**src/rtl/uart_pkg.sv**
```systemverilog
// -----------------------------------------------------------------------------
// uart_pkg
//   Shared definitions for the UART blocks (TX frame serialiser, bit timer and
//   the RX side that reuses the timer).
//
//   Contents:
//     PAR_NONE / PAR_EVEN / PAR_ODD   parity_mode encodings (2'b11 is reserved
//                                     and behaves as PAR_NONE)
//     DATA_BITS_MIN / DATA_BITS_MAX   legal range of the DATA_BITS parameter
//     tx_state_e                      transmitter FSM state encoding
//     frame_cfg_t                     per-frame configuration captured at accept
//     parity_enabled()                1 when a parity bit is inserted
//     parity_of()                     parity bit value from mode and data XOR
// -----------------------------------------------------------------------------
package uart_pkg;

    localparam logic [1:0] PAR_NONE = 2'b00;
    localparam logic [1:0] PAR_EVEN = 2'b01;
    localparam logic [1:0] PAR_ODD  = 2'b10;

    localparam int DATA_BITS_MIN = 5;
    localparam int DATA_BITS_MAX = 9;

    // IDLE is encoded as zero so that "busy" is simply a non-zero state.
    typedef enum logic [2:0] {
        IDLE   = 3'd0,
        START  = 3'd1,
        DATA   = 3'd2,
        PARITY = 3'd3,
        STOP   = 3'd4
    } tx_state_e;

    // Parity is resolved to a single bit at accept time, so the data shift
    // register is free to be consumed while the frame goes out.
    typedef struct packed {
        logic par_en;
        logic par_bit;
        logic two_stop;
    } frame_cfg_t;

    function automatic logic parity_enabled(input logic [1:0] mode);
        return (mode == PAR_EVEN) || (mode == PAR_ODD);
    endfunction

    function automatic logic parity_of(input logic [1:0] mode, input logic data_xor);
        return (mode == PAR_ODD) ? ~data_xor : data_xor;
    endfunction

endpackage

```
**src/rtl/uart_bit_timer.sv**
```systemverilog
// -----------------------------------------------------------------------------
// uart_bit_timer
//   Counts clock cycles within one serial bit. bit_tick is a registered flag
//   that is high on the last cycle of every bit; a bit lasts
//   max(cycles_per_bit, 1) cycles, so 0 behaves exactly like 1.
//
//   Ports:
//     clk            clock
//     resetn         asynchronous active-low reset
//     clear          restart the bit: the next cycle is cycle 0 of a new bit
//                    (takes priority over enable)
//     enable         count; when low the timer parks at 0 with no tick
//     cycles_per_bit bit length in cycles; must be stable while counting,
//                    except in the cycle clear is asserted, when it is the
//                    length of the bit being started
//     bit_tick       high during the last cycle of the current bit
//     bit_tick_nxt   value bit_tick takes after the next edge; lets a client
//                    register outputs that must line up with bit_tick
// -----------------------------------------------------------------------------
module uart_bit_timer #(
    parameter int CPB_WIDTH = 16
) (
    input  logic                 clk,
    input  logic                 resetn,
    input  logic                 clear,
    input  logic                 enable,
    input  logic [CPB_WIDTH-1:0] cycles_per_bit,
    output logic                 bit_tick,
    output logic                 bit_tick_nxt
);

    logic [CPB_WIDTH-1:0] cnt;
    logic [CPB_WIDTH-1:0] cnt_nxt;
    logic [CPB_WIDTH-1:0] last;

    // Index of the final cycle of a bit; 0 and 1 both give a one-cycle bit.
    assign last = (cycles_per_bit == '0) ? '0 : cycles_per_bit - CPB_WIDTH'(1);

    always_comb begin
        cnt_nxt      = '0;
        bit_tick_nxt = 1'b0;
        if (clear) begin
            cnt_nxt      = '0;
            bit_tick_nxt = (last == '0);
        end else if (enable) begin
            if (bit_tick) begin
                cnt_nxt      = '0;
                bit_tick_nxt = (last == '0);
            end else begin
                cnt_nxt      = cnt + CPB_WIDTH'(1);
                bit_tick_nxt = (cnt_nxt == last);
            end
        end
    end

    always_ff @(posedge clk or negedge resetn) begin
        if (!resetn) begin
            cnt      <= '0;
            bit_tick <= 1'b0;
        end else begin
            cnt      <= cnt_nxt;
            bit_tick <= bit_tick_nxt;
        end
    end

endmodule

```
**src/rtl/uart_tx_frame.sv**
```systemverilog
// -----------------------------------------------------------------------------
// uart_tx_frame
//   UART transmitter. One word per frame: start bit, DATA_BITS data bits LSB
//   first, optional parity bit, one or two stop bits. Word and frame format
//   are captured on acceptance, so the inputs may change freely during a
//   frame. A new word can be accepted in the final cycle of the last stop bit,
//   which chains frames with no idle gap.
//
//   Parameters:
//     DATA_BITS  data bits per frame, 5..9
//     CPB_WIDTH  width of cycles_per_bit
//
//   Ports:
//     clk            clock
//     resetn         asynchronous active-low reset; abandons any frame
//     cycles_per_bit cycles per serial bit, 0 treated as 1
//     parity_mode    00 none, 01 even, 10 odd, 11 none
//     two_stop       1 = two stop bits
//     tx_data        word to send
//     tx_valid       tx_data valid; accepted when tx_valid & tx_ready
//     tx_ready       high in IDLE and in the final cycle of the last stop bit
//     tx_busy        frame in progress
//     tx_done        one-cycle pulse in the final cycle of each frame
//     tx_line        serial output, idle high, registered
// -----------------------------------------------------------------------------
module uart_tx_frame
    import uart_pkg::*;
#(
    parameter int DATA_BITS = 8,
    parameter int CPB_WIDTH = 16
) (
    input  logic                 clk,
    input  logic                 resetn,
    input  logic [CPB_WIDTH-1:0] cycles_per_bit,
    input  logic [1:0]           parity_mode,
    input  logic                 two_stop,
    input  logic [DATA_BITS-1:0] tx_data,
    input  logic                 tx_valid,
    output logic                 tx_ready,
    output logic                 tx_busy,
    output logic                 tx_done,
    output logic                 tx_line
);

    // DATA_BITS outside DATA_BITS_MIN..DATA_BITS_MAX is not supported; the
    // shift register reads bit 1, so at least two data bits are assumed.
    localparam int                   IDX_W    = $clog2(DATA_BITS);
    localparam logic [IDX_W-1:0]     IDX_LAST = IDX_W'(DATA_BITS - 1);

    tx_state_e            state;
    logic [DATA_BITS-1:0] shreg;      // remaining data, current bit at [0]
    logic [CPB_WIDTH-1:0] cpb_sh;
    frame_cfg_t           cfg_sh;
    logic [IDX_W-1:0]     idx;        // data bit index
    logic                 stop_idx;   // stop bit index

    logic                 accept;
    logic [CPB_WIDTH-1:0] timer_cpb;
    logic                 bit_tick;
    logic                 tick_nxt;

    logic                 final_now;
    logic                 enter_final;
    logic                 final_nxt;
    logic                 idle_nxt;
    logic                 done_nxt;

    assign accept  = tx_valid & tx_ready;
    assign tx_busy = (state != IDLE);

    // The timer sees the incoming rate in the accept cycle so the start bit
    // already has the new frame's length; afterwards it runs off the shadow.
    assign timer_cpb = accept ? cycles_per_bit : cpb_sh;

    uart_bit_timer #(
        .CPB_WIDTH (CPB_WIDTH)
    ) u_bit_timer (
        .clk            (clk),
        .resetn         (resetn),
        .clear          (accept),
        .enable         (tx_busy),
        .cycles_per_bit (timer_cpb),
        .bit_tick       (bit_tick),
        .bit_tick_nxt   (tick_nxt)
    );

    // Look one cycle ahead so tx_ready and tx_done can be flops that are high
    // exactly in the final cycle of the last stop bit.
    always_comb begin
        final_now   = (state == STOP) && (stop_idx == cfg_sh.two_stop);
        enter_final = 1'b0;
        if (bit_tick) begin
            case (state)
                DATA:    enter_final = (idx == IDX_LAST) && !cfg_sh.par_en && !cfg_sh.two_stop;
                PARITY:  enter_final = !cfg_sh.two_stop;
                STOP:    enter_final = cfg_sh.two_stop && !stop_idx;
                default: enter_final = 1'b0;
            endcase
        end
        final_nxt = enter_final || (final_now && !bit_tick);
        done_nxt  = final_nxt && tick_nxt;
        idle_nxt  = !accept && ((state == IDLE) || (final_now && bit_tick));
    end

    always_ff @(posedge clk or negedge resetn) begin
        if (!resetn) begin
            state    <= IDLE;
            shreg    <= '0;
            cpb_sh   <= '0;
            cfg_sh   <= '0;
            idx      <= '0;
            stop_idx <= 1'b0;
            tx_line  <= 1'b1;
            tx_ready <= 1'b1;
            tx_done  <= 1'b0;
        end else begin
            tx_done  <= done_nxt;
            tx_ready <= idle_nxt || done_nxt;

            if (accept) begin
                shreg           <= tx_data;
                cpb_sh          <= cycles_per_bit;
                cfg_sh.par_en   <= parity_enabled(parity_mode);
                cfg_sh.par_bit  <= parity_of(parity_mode, ^tx_data);
                cfg_sh.two_stop <= two_stop;
                state           <= START;
                idx             <= '0;
                stop_idx        <= 1'b0;
                tx_line         <= 1'b0;
            end else if (bit_tick) begin
                case (state)
                    START: begin
                        state   <= DATA;
                        idx     <= '0;
                        tx_line <= shreg[0];
                    end
                    DATA: begin
                        if (idx == IDX_LAST) begin
                            if (cfg_sh.par_en) begin
                                state   <= PARITY;
                                tx_line <= cfg_sh.par_bit;
                            end else begin
                                state    <= STOP;
                                stop_idx <= 1'b0;
                                tx_line  <= 1'b1;
                            end
                        end else begin
                            idx     <= idx + IDX_W'(1);
                            shreg   <= shreg >> 1;
                            tx_line <= shreg[1];
                        end
                    end
                    PARITY: begin
                        state    <= STOP;
                        stop_idx <= 1'b0;
                        tx_line  <= 1'b1;
                    end
                    STOP: begin
                        tx_line <= 1'b1;
                        if (cfg_sh.two_stop && !stop_idx) begin
                            stop_idx <= 1'b1;
                        end else begin
                            state <= IDLE;
                        end
                    end
                    default: begin
                        // IDLE: a stale tick left over from the last frame
                        state   <= IDLE;
                        tx_line <= 1'b1;
                    end
                endcase
            end
        end
    end

endmodule
```
**config.mk**
```make
export PLATFORM = sky130hd
export DESIGN_NAME = uart_tx_frame
export DESIGN_NICKNAME = d
export VERILOG_FILES = /design/src/rtl/uart_pkg.sv /design/src/rtl/uart_bit_timer.sv /design/src/rtl/uart_tx_frame.sv
export SDC_FILE = /design/constraint.sdc
export NUM_CORES = 1
export LEC_CHECK = 0
export CAP_MARGIN = 20
export CORE_MARGIN = 1
export CORE_UTILIZATION = 30
export CTS_CLUSTER_SIZE = 40
export DETAILED_ROUTE_END_ITERATION = 8
export PLACE_DENSITY = 0.55
export SYNTH_ARGS = -nofsm -noshare
export SYNTH_HDL_FRONTEND = slang
export SYNTH_SLANG_ARGS = --single-unit
```
**constraint.sdc**
```tcl
create_clock -name clk -period 4 [get_ports clk]
set_clock_uncertainty 0.05 [all_clocks]
set_input_delay 0.8 -clock clk [delete_from_list [all_inputs] [get_ports clk]]
set_output_delay 0.8 -clock clk [all_outputs]
set_load 0.01 [all_outputs]
```
Word-level counts from Yosys, hierarchy flattened. Index checks and enable logic that the tools add are counted.

Add/subtract/negate cells: 3. Eq/ne operators: 15. Multiplexer cells: 36. Bitwise operators: 2. Reductions and logical operators: 30.

Operators by type and width (count): 2-to-1 mux 16 bit (5); zero test 16 bit (2); 2-to-1 mux 8 bit (4); 2-to-1 mux 3 bit (8); adder 16 x 1 -> 16 bit, second input constant (1); equality test 16 bit (1); subtractor 16 x 1 -> 16 bit, second input constant (1); 2-to-1 mux 1 bit (14); inequality test 3 bit, second input constant (4); case mux 3 bit (4 select lines) (1); AND reduction 3 bit (3); logical AND 1 bit (8); XOR reduction 8 bit (1); equality test 3 x 2 -> 1 bit, second input constant (2); equality test 3 bit, second input constant (2); case mux 1 bit (3 select lines) (2); case mux 3 bit (2 select lines) (1); nonzero test 3 bit (2); zero test 1 bit (5); AND reduction 5 bit (1); logical OR 1 bit (4); nonzero test 2 bit (2); nonzero test 4 bit (1); adder 3 x 1 -> 3 bit, second input constant (1); 10 further kinds (10).

Register bits: 54. Input port bits: 30. Logic and storage cells: 99.

Logic depth before layout (Yosys ltp).
Depth after elaboration: 10. Mapped depth: 14. Depth with buffers taken out: 11.

Hierarchy. From an unflattened synthesis, not the netlist that was laid out.

Cells, all modules: 381. Area, all modules: 3414.5 µm².

By module, submodules not included: uart_tx_frame (instances 1, cells each 185, area each 1804.2 µm²); uart_bit_timer (instances 1, cells each 196, area each 1610.3 µm²).

Worst setup path after synthesis. Ideal clock, no wire load.

Kind: input port to flip-flop. From: input tx_valid. To: register u_bit_timer.bit_tick. Data arrival time: 3.582 ns. Setup slack: 0.276 ns. Stages on the path: 14. Buffers on the path: 3. Cells stage by stage: buf_6 > nand2_2 > buf_2 > clkbuf_1 > mux2i_1 > ha_1 > o21a_1 > nand3_1 > nor3b_1 > mux2i_1 > xor2_1 > a2111oi_4 > nand3_1 > o31ai_2.

Cells in the longest elaborated chain, start to end: 8. Elaborated cells between the ends (all ways): 10.

RTL lines: from (decl) (line uart_tx_frame.sv:38) `input logic tx_valid,`; bitwise AND 1 bit (*) (line uart_tx_frame.sv:68) `assign accept = tx_valid & tx_ready;`; 2-to-1 mux 16 bit; subtractor 16 x 1 -> 16 bit or zero test 16 bit (tied branches) (line uart_bit_timer.sv:37) `assign last = (cycles_per_bit == '0) ? '0 : cycles_per_bit - CPB_WIDTH'(1);`; 2-to-1 mux 16 bit (line uart_bit_timer.sv:37); equality test 16 bit or zero test 16 bit (tied branches) (line uart_bit_timer.sv:51, uart_bit_timer.sv:44, uart_bit_timer.sv:48); 2-to-1 mux 1 bit (line uart_bit_timer.sv:46) `if (bit_tick) begin`; 2-to-1 mux 1 bit (line uart_bit_timer.sv:45) `end else if (enable) begin`; 2-to-1 mux 1 bit (*) (line uart_bit_timer.sv:42) `if (clear) begin`; via tick_nxt (line uart_tx_frame.sv:60) `logic tick_nxt;`; to (signal assigned) (line uart_bit_timer.sv:62) `bit_tick <= bit_tick_nxt;`; to (decl) (line uart_bit_timer.sv:28) `output logic bit_tick,`.

The timed path passes the listed nets; every way through them passes the cells marked *. A chain may end at the register's enable or synchronous reset.

Worst setup path in the final report.
From: input cycles_per_bit[3]. To: register u_bit_timer.bit_tick.

Cells in the longest elaborated chain, start to end: 7. Elaborated cells between the ends (all ways): 9.

RTL lines: from (decl) (line uart_tx_frame.sv:34) `input logic [CPB_WIDTH-1:0] cycles_per_bit,`; 2-to-1 mux 16 bit (*); subtractor 16 x 1 -> 16 bit or zero test 16 bit (tied branches) (line uart_bit_timer.sv:37); 2-to-1 mux 16 bit (*) (line uart_bit_timer.sv:37); equality test 16 bit or zero test 16 bit (tied branches) (line uart_bit_timer.sv:51, uart_bit_timer.sv:44, uart_bit_timer.sv:48); 2-to-1 mux 1 bit (line uart_bit_timer.sv:46); 2-to-1 mux 1 bit (line uart_bit_timer.sv:45); 2-to-1 mux 1 bit (*) (line uart_bit_timer.sv:42); via tick_nxt (line uart_tx_frame.sv:60).

Marks and branches as above.

==> run summary <==
====================================================================================
Violation count after the first detailed-route iteration                         183
Clk buf depth                                                                      2
DR pass1 iterations                                                                7
Distinct cells, synth                                                             70
Count of final hold-check violations                                               0
Sequential share of power                                                      0.314
Number of top-level pins                                                          34
Starting density of the core                                                   0.313
Layout Nets                                                                      499
CP required                                                                  4.15 ns
Max Slew Vio Count                                                                 0
Mapped cell area                                                         0.00362 mm²
Port buffer count                                                                 33
Share of the clock period used by the worst path                               0.919
Internal                                                                     1710 µW
Global-route wire length before repair                                     16,000 µm
EDFF count, synth                                                                  0
Clock slew at reported path FFs                                              0.07 ns
CP arrival                                                                   3.83 ns
Ratio of cells with drive above 1 in the final layout                          0.130
Main area contributors after synthesis                                  dfrtp_1, xnor2_1, mux2i_1
Number of levels the H-tree was split into                                         2
Most instantiated library cell after synthesis                               dfrtp_1
Register area share after synthesis                                            0.374
Synth Net Count                                                                  441
Most used DFF post-synth                                                     dfrtp_1
Post-detail-place hpwl                                                       7240 µm
Yosys warning total                                                                0
Endpoint type of the worst setup path                                           flop
Inserted Clock Buffers                                                             5
Tightest hold margin                                                        0.424 ns
Number of sinks driven by the clock tree                                          54
Yosys top cell by area                                                       dfrtp_1
Maximum fanout along the worst path                                                3
Net Sw Frac                                                                    0.419
Worst r2r dst                                                           u_bit_timer.bit_tick
Overflow left after global routing                                                 0
Std-Cell Rows                                                                     39
CTS-repair resized insts                                                           0
Number of diodes added for antenna fixing                                          0
Nature of the critical path startpoint                                     input pin
Global-route total usage across every layer                                    0.159
Final period demand of the worst path                                        3.68 ns
Die width                                                                     112 µm
Top post-synthesis cells by count                                       dfrtp_1, nand2_1, nor2_1, xnor2_1, o21ai_0
Number of hold buffers added after cts                                             0
Worst setup path endpoint                                               u_bit_timer.bit_tick
Per-cell via count in the routed design                                         5.25
Unrepaired setup endpoints after global routing                                false
Number of setup violations in the final report                                     0
Antenna violations before repair                                                   0
Highest clock rate                                                         0.272 GHz
Pin count of the biggest net entering global routing                              34
Launching point of the worst reg2reg path                                   tx_ready
Critical path launch point                                              cycles_per_bit[3]
Worst min-delay path class                                              input pin to async pin
Total power divided by cell area                                          660 mW/mm²
Placer Congestion                                                              0.905
Cell area after layout                                                   0.00445 mm²
Final Routed Wirelength                                                      9230 µm
Comb pwr share                                                                 0.540
Die ar.                                                                   0.0125 mm²
Classification of the worst setup path                                  input pin to flop
Signed area change from the synthesized netlist to the final layout            23.0%
Per-instance average area after synthesis                                   8.93 µm²
Clock insertion delay at the later pin of the skew report                    0.29 ns
Cell area after placement                                                0.00430 mm²
Transition at the pin with the smallest max-transition slack                0.667 ns
Worst slew margin                                                              0.554
Number of instances in the synthesized netlist                                   405
Drt wl/cell                                                                  15.2 µm
Clock network fraction of total power                                          0.146
Area share of the largest cell type after synthesis                            0.360
Clock tree from TritonCTS                                                       done
LEAKAGE                                                                   0.00195 µW
Share of flip-flops with an asynchronous set or reset after synthesis           1.00
Max capacitance violation total                                                    0
Maximum VDD drop                                                            0.267 mV
Post-CTS setup buffer count                                                        0
Chip Height                                                                   112 µm
Number of nets still failing antenna checks after routing                          0
FF-to-FF setup slack                                                         0.59 ns
Synthesis-stage register bit count                                                54
DRC                                                                                1
Clock tree root driver cell                                                clkbuf_16
Via count                                                                      3,182
Sw Pwr                                                                       1230 µW
Core region area                                                          0.0116 mm²
Status                                                                  finished with violations
Minimum setup slack in the final design                                     0.323 ns
Worst R2R Path Depth                                                              11
Vias in the first global route                                                 3,218
Violated checks                                                         design-rule violations
Post-layout power                                                            2940 µW
Worst slack at placement                                                   -0.134 ns
====================================================================================
[cell families (layout without fill, tap and decap cells)]
family / after synthesis / count (layout) / synth area share
flip-flops: 54 / 54 / 0.374
adder cells (fa/ha/maj): 6 / 6 / 0.0208
buffers and inverters: 34 / 92 / 0.0394
XOR/XNOR: 44 / 44 / 0.110
AO/OA/AOI/OAI: 79 / 79 / 0.164
multiplexers: 21 / 21 / 0.0588
AND/OR/NAND/NOR: 167 / 167 / 0.233
[power groups by stage]
stage                     clock network, µW  logic (µW)  registers (µW)
final                                   429        1580             923
after global routing                    470        1770             953
after CTS                               446        1580             922
after detailed placement                  0        1570             931
after global placement                    0        1550             926
after floorplan                           0        1120             858
[registers in the layout, summed over array words and instances (netlist names)]
name                  flops
u_bit_timer.cnt          16
cpb_sh                   16
stop_idx                  1
idx                       3
tx_done                   1
tx_ready                  1
u_bit_timer.bit_tick      1
cfg_sh                    3
tx_line                   1
state                     3
shreg                     8
[how the worst min path moves through the flow]
stage,startpoint,end,cells after the start
3_3_place_gp,cfg_sh[1],cfg_sh[1],2
3_5_place_dp,cfg_sh[1],cfg_sh[1],2
4_1_cts,resetn,cpb_sh[4],1
2_1_floorplan,cfg_sh[1],cfg_sh[1],2
6_report,resetn,cpb_sh[4],1
5_1_grt,resetn,cpb_sh[5],1
[layout by cell type, fill, tap and decap left out, types with 3 or more instances in the layout]
cell type        netlist  routed
dfrtp_1               52      52
nand2_1               49      49
nor2_1                41      41
buf_4                  1      33
clkdlybuf4s50_1        0      31
xnor2_1               26      26
o21ai_0               23      23
inv_1                 19      19
mux2i_1               19      18
xor2_1                17      17
nand3_1               16      16
nor3_1                12      12
a21oi_1                9       9
a211oi_1               6       6
or3_1                  6       6
ha_1                   6       6
nand4_1                5       5
and3_1                 5       5
clkbuf_16              0       5
nor4bb_1               4       4
a31oi_1                4       4
nor4_1                 4       3
nand3b_1               3       3
[stage by stage]
step,instances,utilization,TNS (ns)
finish,606,0.385,0
global placement,599,0.372,-0.112
CTS,606,0.384,0
detailed placement,599,0.372,-0.248
global route,606,0.385,0
floorplan,405,-,0
[critical path, stage by stage]
cell and delay [ns]:
clkdlybuf4s50_1 0.42, or3_1 0.43, o32a_1 0.32, or4b_1 0.55
xnor2_1 0.18, or4_1 0.53, o21a_1 0.13, a22oi_2 0.17
nand3_1 0.11, o31ai_2 0.19
[area by class of cell]
class / count / area [µm²]
fillers: 1180 / 7120
multi-input cells: 317 / 2130
flip-flops and latches: 54 / 1350
repair buffers: 66 / 576
well taps: 143 / 179
clock buffers: 5 / 125
inverters: 19 / 71.3
clock inverters: 2 / 13.8
[layer usage]
metal	vias to the layer above	track usage	wire length, µm
li1	1562	-	-
met1	1542	0.232	4690
met2	72	0.248	4110
met3	6	0.0283	398
met4	0	0.0216	36
met5	-	0	0
(Power assumes the default switching activity.)
